**src/rtl/dmem_bus_ctrl_pkg.sv**
```systemverilog
// Shared types and constants for the data-memory bus controller.
package dmem_bus_ctrl_pkg;

  localparam int TO_W = 8;
  localparam logic [31:0] ERR_DATA_DEFAULT = 32'h0000_0000;

  typedef enum logic [1:0] {
    ST_IDLE = 2'd0,
    ST_BUSY = 2'd1,
    ST_DONE = 2'd2
  } state_t;

  function automatic logic [31:0] word_align(input logic [31:0] addr);
    return addr & 32'hFFFF_FFFC;
  endfunction

endpackage

```
**src/rtl/dmem_timeout_cnt.sv**
```systemverilog
// Bus-wait counter: counts BUSY cycles and flags the last permitted cycle.
module dmem_timeout_cnt
  import dmem_bus_ctrl_pkg::*;
#(
  parameter logic [TO_W-1:0] TC_VAL = 8'd254
) (
  input  logic clk,
  input  logic reset,
  input  logic i_clr,
  input  logic i_en,
  output logic o_tc
);

  logic [TO_W-1:0] r_count;

  // NOTE: sequential state uses non-blocking assignments so every flop samples pre-edge values.
  always_ff @(posedge clk or negedge reset) begin
    if (!reset) begin
      r_count <= '0;
    end else if (i_clr) begin
      r_count <= '0;
    end else if (i_en) begin
      r_count <= r_count + 1'b1;
    end
  end

  assign o_tc = (r_count == TC_VAL);

endmodule

```
**src/rtl/dmem_bus_ctrl.sv**
```systemverilog
// Runs the M-stage load/store as a req/ack bus transaction and returns
// data_mem_ack to the hazard unit; a bounded wait protects against dead slaves.
module dmem_bus_ctrl
  import dmem_bus_ctrl_pkg::*;
#(
  parameter int unsigned TIMEOUT  = 255,
  parameter logic [31:0] ERR_DATA = ERR_DATA_DEFAULT
) (
  input  logic        clk,
  input  logic        reset,
  input  logic        mem_read_M,
  input  logic        mem_write_M,
  input  logic [31:0] alu_out_M,
  input  logic [31:0] write_data_M,
  input  logic [3:0]  byte_en_M,
  input  logic        pipe_hold,
  output logic [31:0] read_data_M,
  output logic        data_mem_ack,
  output logic        bus_req,
  output logic        bus_we,
  output logic [31:0] bus_addr,
  output logic [31:0] bus_wdata,
  output logic [3:0]  bus_be,
  input  logic        bus_ack,
  input  logic [31:0] bus_rdata,
  output logic        bus_err,
  input  logic        err_clr
);

  localparam logic [TO_W-1:0] TC_VAL = TO_W'(TIMEOUT - 1);

  state_t      r_state, w_next_state;
  logic        w_strobe, w_accept, w_busy, w_tc;
  logic        w_ack_hit, w_timeout, w_complete, w_cnt_clr;
  logic        r_bus_req, r_bus_we, r_bus_err;
  logic [31:0] r_bus_addr, r_bus_wdata, r_read_data;
  logic [3:0]  r_bus_be;

  assign w_strobe   = mem_read_M | mem_write_M;
  assign w_accept   = (r_state == ST_IDLE) && w_strobe;
  assign w_busy     = (r_state == ST_BUSY);
  assign w_ack_hit  = w_busy && bus_ack;
  // A late ack on the terminal cycle still counts as a good completion.
  assign w_timeout  = w_busy && !bus_ack && w_tc;
  assign w_complete = w_ack_hit || w_timeout;
  assign w_cnt_clr  = !w_busy || w_complete;

  dmem_timeout_cnt #(
    .TC_VAL (TC_VAL)
  ) u_timeout_cnt (
    .clk   (clk),
    .reset (reset),
    .i_clr (w_cnt_clr),
    .i_en  (w_busy),
    .o_tc  (w_tc)
  );

  always_comb begin
    // NOTE: next-state gets a default first so no path through the case can infer a latch.
    w_next_state = r_state;
    unique case (r_state)
      ST_IDLE: if (w_strobe) w_next_state = ST_BUSY;
      // A flushed M stage skips DONE so the ack never reaches an unrelated instruction.
      ST_BUSY: if (w_complete) w_next_state = w_strobe ? ST_DONE : ST_IDLE;
      ST_DONE: if (!pipe_hold) w_next_state = ST_IDLE;
      default: w_next_state = ST_IDLE;
    endcase
  end

  always_ff @(posedge clk or negedge reset) begin
    if (!reset) begin
      r_state   <= ST_IDLE;
      r_bus_req <= 1'b0;
    end else begin
      r_state   <= w_next_state;
      r_bus_req <= (w_next_state == ST_BUSY);
    end
  end

  // Bus command is captured once at accept and held for the whole transaction.
  always_ff @(posedge clk or negedge reset) begin
    if (!reset) begin
      r_bus_we    <= 1'b0;
      r_bus_addr  <= '0;
      r_bus_wdata <= '0;
      r_bus_be    <= '0;
    end else if (w_accept) begin
      r_bus_we    <= mem_write_M;
      r_bus_addr  <= word_align(alu_out_M);
      r_bus_wdata <= write_data_M;
      r_bus_be    <= byte_en_M;
    end
  end

  always_ff @(posedge clk or negedge reset) begin
    if (!reset) begin
      r_read_data <= '0;
    end else if (!r_bus_we) begin
      if (w_ack_hit) begin
        r_read_data <= bus_rdata;
      end else if (w_timeout) begin
        r_read_data <= ERR_DATA;
      end
    end
  end

  always_ff @(posedge clk or negedge reset) begin
    if (!reset) begin
      r_bus_err <= 1'b0;
    end else if (w_timeout) begin
      r_bus_err <= 1'b1;
    end else if (err_clr) begin
      r_bus_err <= 1'b0;
    end
  end

  assign data_mem_ack = (r_state == ST_DONE);
  assign read_data_M  = r_read_data;
  assign bus_req      = r_bus_req;
  assign bus_we       = r_bus_we;
  assign bus_addr     = r_bus_addr;
  assign bus_wdata    = r_bus_wdata;
  assign bus_be       = r_bus_be;
  assign bus_err      = r_bus_err;

endmodule

```
**config.mk**
```make
export PLATFORM = sky130hd
export DESIGN_NAME = dmem_bus_ctrl
export DESIGN_NICKNAME = d
export VERILOG_FILES = /design/src/rtl/dmem_bus_ctrl_pkg.sv /design/src/rtl/dmem_timeout_cnt.sv /design/src/rtl/dmem_bus_ctrl.sv
export SDC_FILE = /design/constraint.sdc
export NUM_CORES = 1
export LEC_CHECK = 0
export BUFFER_PORTS_ARGS = -buffer_cell sky130_fd_sc_hd__buf_4
export CAP_MARGIN = 10
export CORE_UTILIZATION = 35
export DETAILED_ROUTE_END_ITERATION = 10
export PLACE_DENSITY = 0.64
export SYNTH_ARGS = -nofsm -noshare
export SYNTH_HDL_FRONTEND = slang
export SYNTH_SLANG_ARGS = --single-unit
```
**constraint.sdc**
```tcl
create_clock -name clk -period 1.4 [get_ports clk]
set_input_delay 0.07 -clock clk [delete_from_list [all_inputs] [get_ports clk]]
set_output_delay 0.07 -clock clk [all_outputs]
set_load 0.01 [all_outputs]
```
## Word level (Yosys, flattened, before mapping)

Cells that the tools add are included.
W data, S select, Z words.

| storage, ports and cells | value |
|---|---|
| register bits after elaboration | 111 |
| input bits | 107 |
| output and inout port bits | 104 |
| word-level logic and storage cells | 40 |

| cells by class | value |
|---|---|
| $add $sub $neg | 1 |
| eq/ne operators | 4 |
| multiplexer cells | 11 |
| bitwise gates (word level) | 2 |
| reduce and logical (&&, ||, !) cells | 13 |

Operators by type and width:

| cell | number |
|---|---|
| $mux W32 | 2 |
| $mux W8 | 2 |
| $add A8 B1 Y8 const B | 1 |
| $eq A8 B8 Y1 const B | 1 |
| $mux W2 | 4 |
| $pmux W2 S3 | 1 |
| $reduce_bool A2 Y1 | 3 |
| $eq A2 B1 Y1 const B | 2 |
| $logic_and A1 B1 Y1 | 4 |
| $eq A2 B2 Y1 const B | 1 |
| $logic_not A1 Y1 | 2 |
| $logic_not A2 Y1 | 1 |
| $logic_or A1 B1 Y1 | 2 |
| $mux W1 | 2 |
| $reduce_and A2 Y1 | 1 |
| $not A1 Y1 | 1 |
| $or A1 B1 Y1 | 1 |

## Longest topological paths before layout

Gate-level depths: netlist of the first run.

| depth | value |
|---|---|
| depth in word-level cells | 7 |
| depth in mapped cells | 6 |
| mapped depth without buffers | 5 |

## Hierarchy

Synthesis of the first run repeated with hierarchy kept, for this count alone.

| second synthesis, totals | value |
|---|---|
| cells, all modules | 277 |
| area total of the unflattened synthesis | 4251.6 µm² |

Modules (own cells, without submodules):

| module | instances | cells each | area an instance (µm²) | sequential area each (µm²) |
|---|---|---|---|---|
| dmem_bus_ctrl | 1 | 236 | 3841.2 | 2577.5 |
| dmem_timeout_cnt | 1 | 41 | 410.4 | 200.2 |

## Worst setup path after synthesis of the first run

No wires, ideal clock.

| timing | value |
|---|---|
| path type | register to register |
| start point | reg r_state[1] |
| end point | reg r_read_data[22], in the netlist read_data_M[22] |
| setup time | 130 ps |
| data arrival time | 1309 ps |
| required time | 1270 ps |
| slack | -40 ps |
| cell stages (with the launch flop) | 5 |
| buffers on the path | 1 |
| clock period less this slack | 1440 ps |
| path through | dfrtp_1 or3b_4 nor3_4 buf_6 o21ai_0 |

| between the ends | value |
|---|---|
| longest elaborated chain between the ends | 5 |
| elaborated cells between the ends (all ways) | 7 |
| classes of those cells | eq/ne: 1; mux: 1; reduce/logical: 5 |

Ends and longest elaborated chain:

| what | RTL line | source |
|---|---|---|
| start: declaration | dmem_bus_ctrl.sv:32 | `state_t r_state, w_next_state;` |
| start signal: assignment | dmem_bus_ctrl.sv:75 | `r_state <= w_next_state;` |
| $eq A2 B1 Y1 * | dmem_bus_ctrl.sv:41 | `assign w_busy = (r_state == ST_BUSY);` |
| $logic_and A1 B1 Y1 (2 in series) | dmem_bus_ctrl.sv:44 | `assign w_timeout = w_busy && !bus_ack && w_tc;` |
| $reduce_bool A2 Y1 (no source line) | n/a |  |
| $reduce_and A2 Y1 (no source line) | n/a |  |
| end signal: assignment | dmem_bus_ctrl.sv:100 | `r_read_data <= bus_rdata;` |
| end: declaration | dmem_bus_ctrl.sv:36 | `logic [31:0] r_bus_addr, r_bus_wdata, r_read_data;` |

Mark *: on every way between the ends. The rest lies on a longest branch, timed or not.
A chain may end at the register's enable or synchronous reset.

## Final worst setup path of the first run

| timing | value |
|---|---|
| start point | reg r_state[1] |
| end point | reg r_read_data[23], in the netlist read_data_M[23] |

Same word-level chain as after synthesis.

==> metrics, run 1 <==
DIE AREA=13300 µm²; Root Buffer=clkbuf_16; routed wire length=13600 µm; I/O Buffers=206; nature of the critical path endpoint=register; GRT Total Usage=0.191; setup_tns=-3.95 ns; CP Buf/Inv Count=1; gr busiest metal=met2; CP max stage delay=0.44 ns; GR Util met2=0.333; Worst-Skew Late Latency=0.35 ns; H-tree Lvls=3; Post-synth EDFFs=0; number of diodes=0; CP top delay family=simple AND/OR/NAND/NOR gates; fmax=681 MHz; synthesized area per cell=13.0 µm²; CTS Buffer Depth=2; largest net degree at the start of global routing=53; Initial DRC Count=229; core area=12300 µm²; Util after Layout=0.651; commonest non-fill, non-tap cell in the layout=buf_4; Clk pwr share=0.157; die extent in x=115 µm; final antenna-violating net count=0; Netlist cell types=35; final net count=784; Synth Instances=344; Critical Path Fanout Max=34; Die Span Y=115 µm; met1 GRT Util=0.218; critical path class=register to register; Wirelength per Cell=16.0 µm; violated checks=negative setup slack; LEAKAGE=3.74 nW; Via density=4.77; total CTS buffers=9; CTS tree=yes; Tmin final=1.47 ns; clk slew on worst S/H paths=0.07 ns; CP required=1.63 ns; CP startpoint kind=register; crit-path cells=or3b_4 > nor3_4 > buf_12 > o21ai_0; Final Max Tran Viols=0; sequential element share of the synthesized area=0.619; top_reg_cell synth=dfrtp_1; final setup margin=-0.0679 ns; critical path arrival=1.70 ns; Cell Int Power=0.0109 W; VDD IR-drop max=1.59 mV; highest-delay cell along the critical path=or3b_4; RSZ-0062 raised after global routing=true; synthesized area=4490 µm²; share of layout cells above drive strength 1=0.490; met3 Resource Use GR=0.0764; P_sw=0.00536 W; part of the power in registers=0.344; detailed placement HPWL=8050 µm; via count=4029; P per Cell Area=2030 nW/µm²; fraction of the cycle the final worst path needs=1.05; FFs w/ async S/R, synth=1.00; # DRC=0; yosys warns=0; Layout area overhead=78.0%; first-pass GRT wire length=19500 µm; maxcap violations=0; cell type with the largest total area after synthesis=dfrtp_1; leading post-synthesis cells by cell area=dfrtp_1, mux2_2, a22oi_1; Final Hold Violating Endpoints=0; CTS Sinks=111; fill count=891; worst min path class=input port to register; row count=40; grt total ovfl=0; 1st-pass router iterations=4; final setup violating endpoints=100; initial antenna violation count=0; Clock Skew=0.00483 ns; initial core utilization=0.366; combinational share of power=0.499; vias in the first global route=4035; Boundary Pins=211; top cell type's share of synthesized area=0.619; Final GP Congestion=0.740; switch share=0.330; most frequent cells in the layout=buf_4, dfrtp_1, dlygate4sd3_1; FF+latch count, synth=111; outcome=finished, violations left
==> cell usage after synthesis (2+ instances only) <==
master    count
dfrtp_1     111
nor2_1        5
mux2_2       67
buf_4         3
o21ai_1       3
buf_2         9
buf_6         3
a21oi_1       5
nand3_1       3
a22oi_1      32
o21ai_0      33
ha_1          2
nand2_1      37
clkbuf_1      8
inv_1         3
==> final timing paths <==
| kind | cells past startpoint | start | to | slack, ns |
|---|---|---|---|---|
| worst max-delay path | 4 | r_state[1] | read_data_M[23] | -0.07 |
| worst min-delay path | 3 | pipe_hold | r_state[1] | 0.06 |
| worst max register to register | 4 | r_state[1] | read_data_M[23] | -0.07 |
| worst min register to register | 1 | bus_err | bus_err | 0.49 |
| max in group asynchronous | 3 | reset | bus_wdata[14] | 0.78 |
| min in group asynchronous | 2 | reset | read_data_M[17] | 0.10 |
==> kinds of logic after synthesis <==
group / Yosys count / share of synthesized area
compound gates: 80 / 0.112
fa+ha+maj: 2 / 0.00558
xor+xnor: 2 / 0.00391
simple gates: 55 / 0.0583
mux: 67 / 0.168
flops: 111 / 0.619
other cells: 1 / 0.000836
buf+inv: 26 / 0.0318
==> tightest hold or removal path, delay by kind of cell <==
family,cells,cell delay [ns]
compound gates,2,0.23
buf+inv,1,0.08
==> stage by stage <==
step	area, µm²	total power (W)	setup slack [ns]	hold WS, ns	cells
floorplan	4490	0.00898	-0.0396	-0.226	345
global placement	6400	0.0123	-0.0312	-0.0835	719
detailed placement	6400	0.0125	-0.110	-0.0821	719
CTS	7700	0.0153	-0.0755	0.0411	833
global route	7990	0.0172	-0.135	0.0591	845
finish	7990	0.0162	-0.0679	0.0585	845
==> metal layers <==
layer,up-vias,part of all wire
met5,-,0
met2,150,0.53
met3,17,0.066
met4,0,0.012
li1,1876,-
met1,1986,0.39
==> power by group through the flow <==
stage               combinational (W)  clock (W)  sequential, W
detailed placement            0.00691          0        0.00557
floorplan                     0.00286          0        0.00612
global route                  0.00872    0.00275        0.00575
CTS                           0.00717    0.00263        0.00553
finish                        0.00811    0.00255        0.00558
global placement              0.00677          0        0.00548
==> flip-flops by register name (all words and copies together) (netlist names) <==
name	cells
bus_addr	30
bus_be	4
bus_err	1
bus_req	1
bus_wdata	32
bus_we	1
r_state	2
read_data_M	32
u_timeout_cnt.r_count	8
==> area by class of cell <==
| class | count | area (µm²) | area share |
|---|---|---|---|
| multi-input cells | 208 | 1630 | 0.205 |
| repair buffers | 342 | 3070 | 0.384 |
| flip-flops and latches | 111 | 2780 | 0.348 |
| clock inverters | 1 | 30.0 | 0.00376 |
| clock buffers | 12 | 256 | 0.0321 |
| well taps | 168 | 210 | 0.0263 |
| inverters | 3 | 11.3 | 0.00141 |
==> timing repair <==
action,in CTS,in global routing
resized for setup,8,18
hold endpoints to repair,211,0
gates cloned,0,9
setup endpoints to repair,42,110
buffers inserted,0,3
hold buffers,101,0
No activity file was read; power rests on OpenSTA's default activity.
==> run 2: changes to the inputs <==
- PLACE_DENSITY: 0.64 -> 0.77
==> metrics, run 2 (synthesized netlist as in run 1, its figures left out) <==
outcome=finished, violations left; violated checks=negative setup slack; fill count=870 (-2.4%); Tmin final=1.57 ns (+0.100 ns); Final GP Congestion=0.813 (+9.8%); final antenna-violating net count=0 (unchanged); RSZ-0062 raised after global routing=true; commonest non-fill, non-tap cell in the layout=buf_4; VDD IR-drop max=1.16 mV (-27%); hold path cells=3 (unchanged); detailed placement HPWL=8130 µm (+1.0%); CTS Sinks=111 (unchanged); fmax=638 MHz (-6.4%); Final Hold Violating Endpoints=0 (unchanged); CP required=1.61 ns (-0.02 ns); I/O Buffers=206 (unchanged); Worst-Skew Late Latency=0.34 ns (about the same); vias in the first global route=4252 (+5.4%); largest net degree at the start of global routing=61 (+15%); DIE AREA=13300 µm² (unchanged); part of the power in registers=0.346 (+0.002); P_sw=0.00516 W (-3.6%); switch share=0.321 (-0.00913); final net count=777 (-0.89%); die extent in x=115 µm (unchanged); share of layout cells above drive strength 1=0.489 (-0.00154); GRT Total Usage=0.205 (+0.0134); Clock Skew=0.00772 ns (+0.00289 ns); final setup violating endpoints=101 (+1.0%); Critical Path Fanout Max=17 (-50%); CTS Buffer Depth=2 (unchanged); LEAKAGE=3.69 nW (-1.3%); # DRC=0 (unchanged); Die Span Y=115 µm (unchanged); fraction of the cycle the final worst path needs=1.12 (+0.0714); via count=4056 (+0.67%); Via density=4.82 (+1.0%); initial antenna violation count=0 (unchanged); FF-to-FF path depth=5 (+1); setup_tns=-6.98 ns (-3.03 ns); Boundary Pins=211 (unchanged); Final Max Tran Viols=0 (unchanged); Cell Int Power=0.0109 W (+0.53%); nature of the critical path endpoint=register; dpl ws=-0.112 ns (-0.00122 ns); clk slew on worst S/H paths=0.07 ns (about the same); grt total ovfl=0 (unchanged); final setup margin=-0.168 ns (-0.100 ns); Clk pwr share=0.204 (+0.047); WHS=0.0846 ns (+0.0261 ns); Layout area overhead=76.3%; 1st-pass router iterations=4 (unchanged); maxcap violations=0 (unchanged); most frequent cells in the layout=buf_4, dfrtp_1, dlygate4sd3_1; routed wire length=13700 µm (+1.3%); initial core utilization=0.366 (unchanged); P per Cell Area=2040 nW/µm² (+0.15%); row count=40 (unchanged); worst min path class=input port to register; core area=12300 µm² (unchanged); Wirelength per Cell=16.3 µm (+1.7%); CTS tree=yes; critical path arrival=1.77 ns (+0.07 ns); critical path class=register to register; Initial DRC Count=254 (+11%); first-pass GRT wire length=20700 µm (+6.4%); total power=0.0161 W (-0.82%); Root Buffer=clkbuf_16; CP startpoint kind=register; H-tree Lvls=3 (unchanged); total CTS buffers=9 (unchanged); combinational share of power=0.450 (-0.049)
## run 2: changes by cell type in the layout (fill, tap and decap cells not counted), sizes merged
| cell | delta |
|---|---|
| buf | -2 |
| clkbuf | -7 |
| bufinv | +4 |
| diode | +1 |
| clkinv | +1 |
## run 2: cell type report
type	instances	area (µm²)	area share
Antenna cell	1	2.50	0.000316
Clock buffer	10	239	0.0302
Clock inverter	6	155	0.0196
Inverter	3	11.3	0.00142
Multi-Input combinational cell	208	1630	0.206
Sequential cell	111	2780	0.351
Tap cell	168	210	0.0266
Timing Repair Buffer	335	2880	0.364
## run 2: power by group through the flow
stage	Combinational, W	Clock (W)	Sequential [W]
after floorplan	0.00286	0	0.00612
after global placement	0.00671	0	0.00548
after detailed placement	0.00691	0	0.00558
after CTS	0.00716	0.00336	0.00554
after global routing	0.00780	0.00347	0.00574
final	0.00725	0.00328	0.00558
## run 2: worst paths after layout
check	start	endpoint	slack [ns]
worst max-delay path	r_state[1]	read_data_M[19]	-0.17
min in group asynchronous	reset	read_data_M[16]	0.28
worst min register to register	bus_err	bus_err	0.49
worst min-delay path	pipe_hold	r_state[1]	0.08
max in group asynchronous	reset	bus_addr[5]	0.82
worst max register to register	r_state[1]	read_data_M[19]	-0.17
## run 2: worst max-delay path, cell delays in order, from the launching register on
cell	delay [ns]
dfrtp_1	0.40
or3b_4	0.42
nor3_4	0.21
buf_4	0.15
buf_12	0.14
o21ai_0	0.11
## run 2: layer usage
metal  track usage  vias to the layer above  part of all wire
met4         0.104                        0             0.029
met1         0.214                     1991              0.36
met3        0.0527                       35             0.059
li1              -                     1868                 -
met5             0                        -                 0
met2         0.378                      162              0.55
## run 2: per-stage QoR
step / std cells / instance area [µm²] / util
after floorplan: 345 / 4490 / -
after global placement: 717 / 6380 / 0.521
after detailed placement: 717 / 6380 / 0.521
after CTS: 834 / 7810 / 0.637
after global routing: 841 / 7910 / 0.645
final: 842 / 7910 / 0.645
## run 2: repair_timing
| item | 4_1_cts | 5_1_grt |
|---|---|---|
| pin swaps | 2 | 3 |
| resized for setup | 6 | 10 |
| setup endpoints to repair | 42 | 80 |
| cloned | 0 | 2 |
| hold endpoints to repair | 210 | 1 |
| hold buffers | 100 | 1 |
| buffers inserted | 1 | 4 |
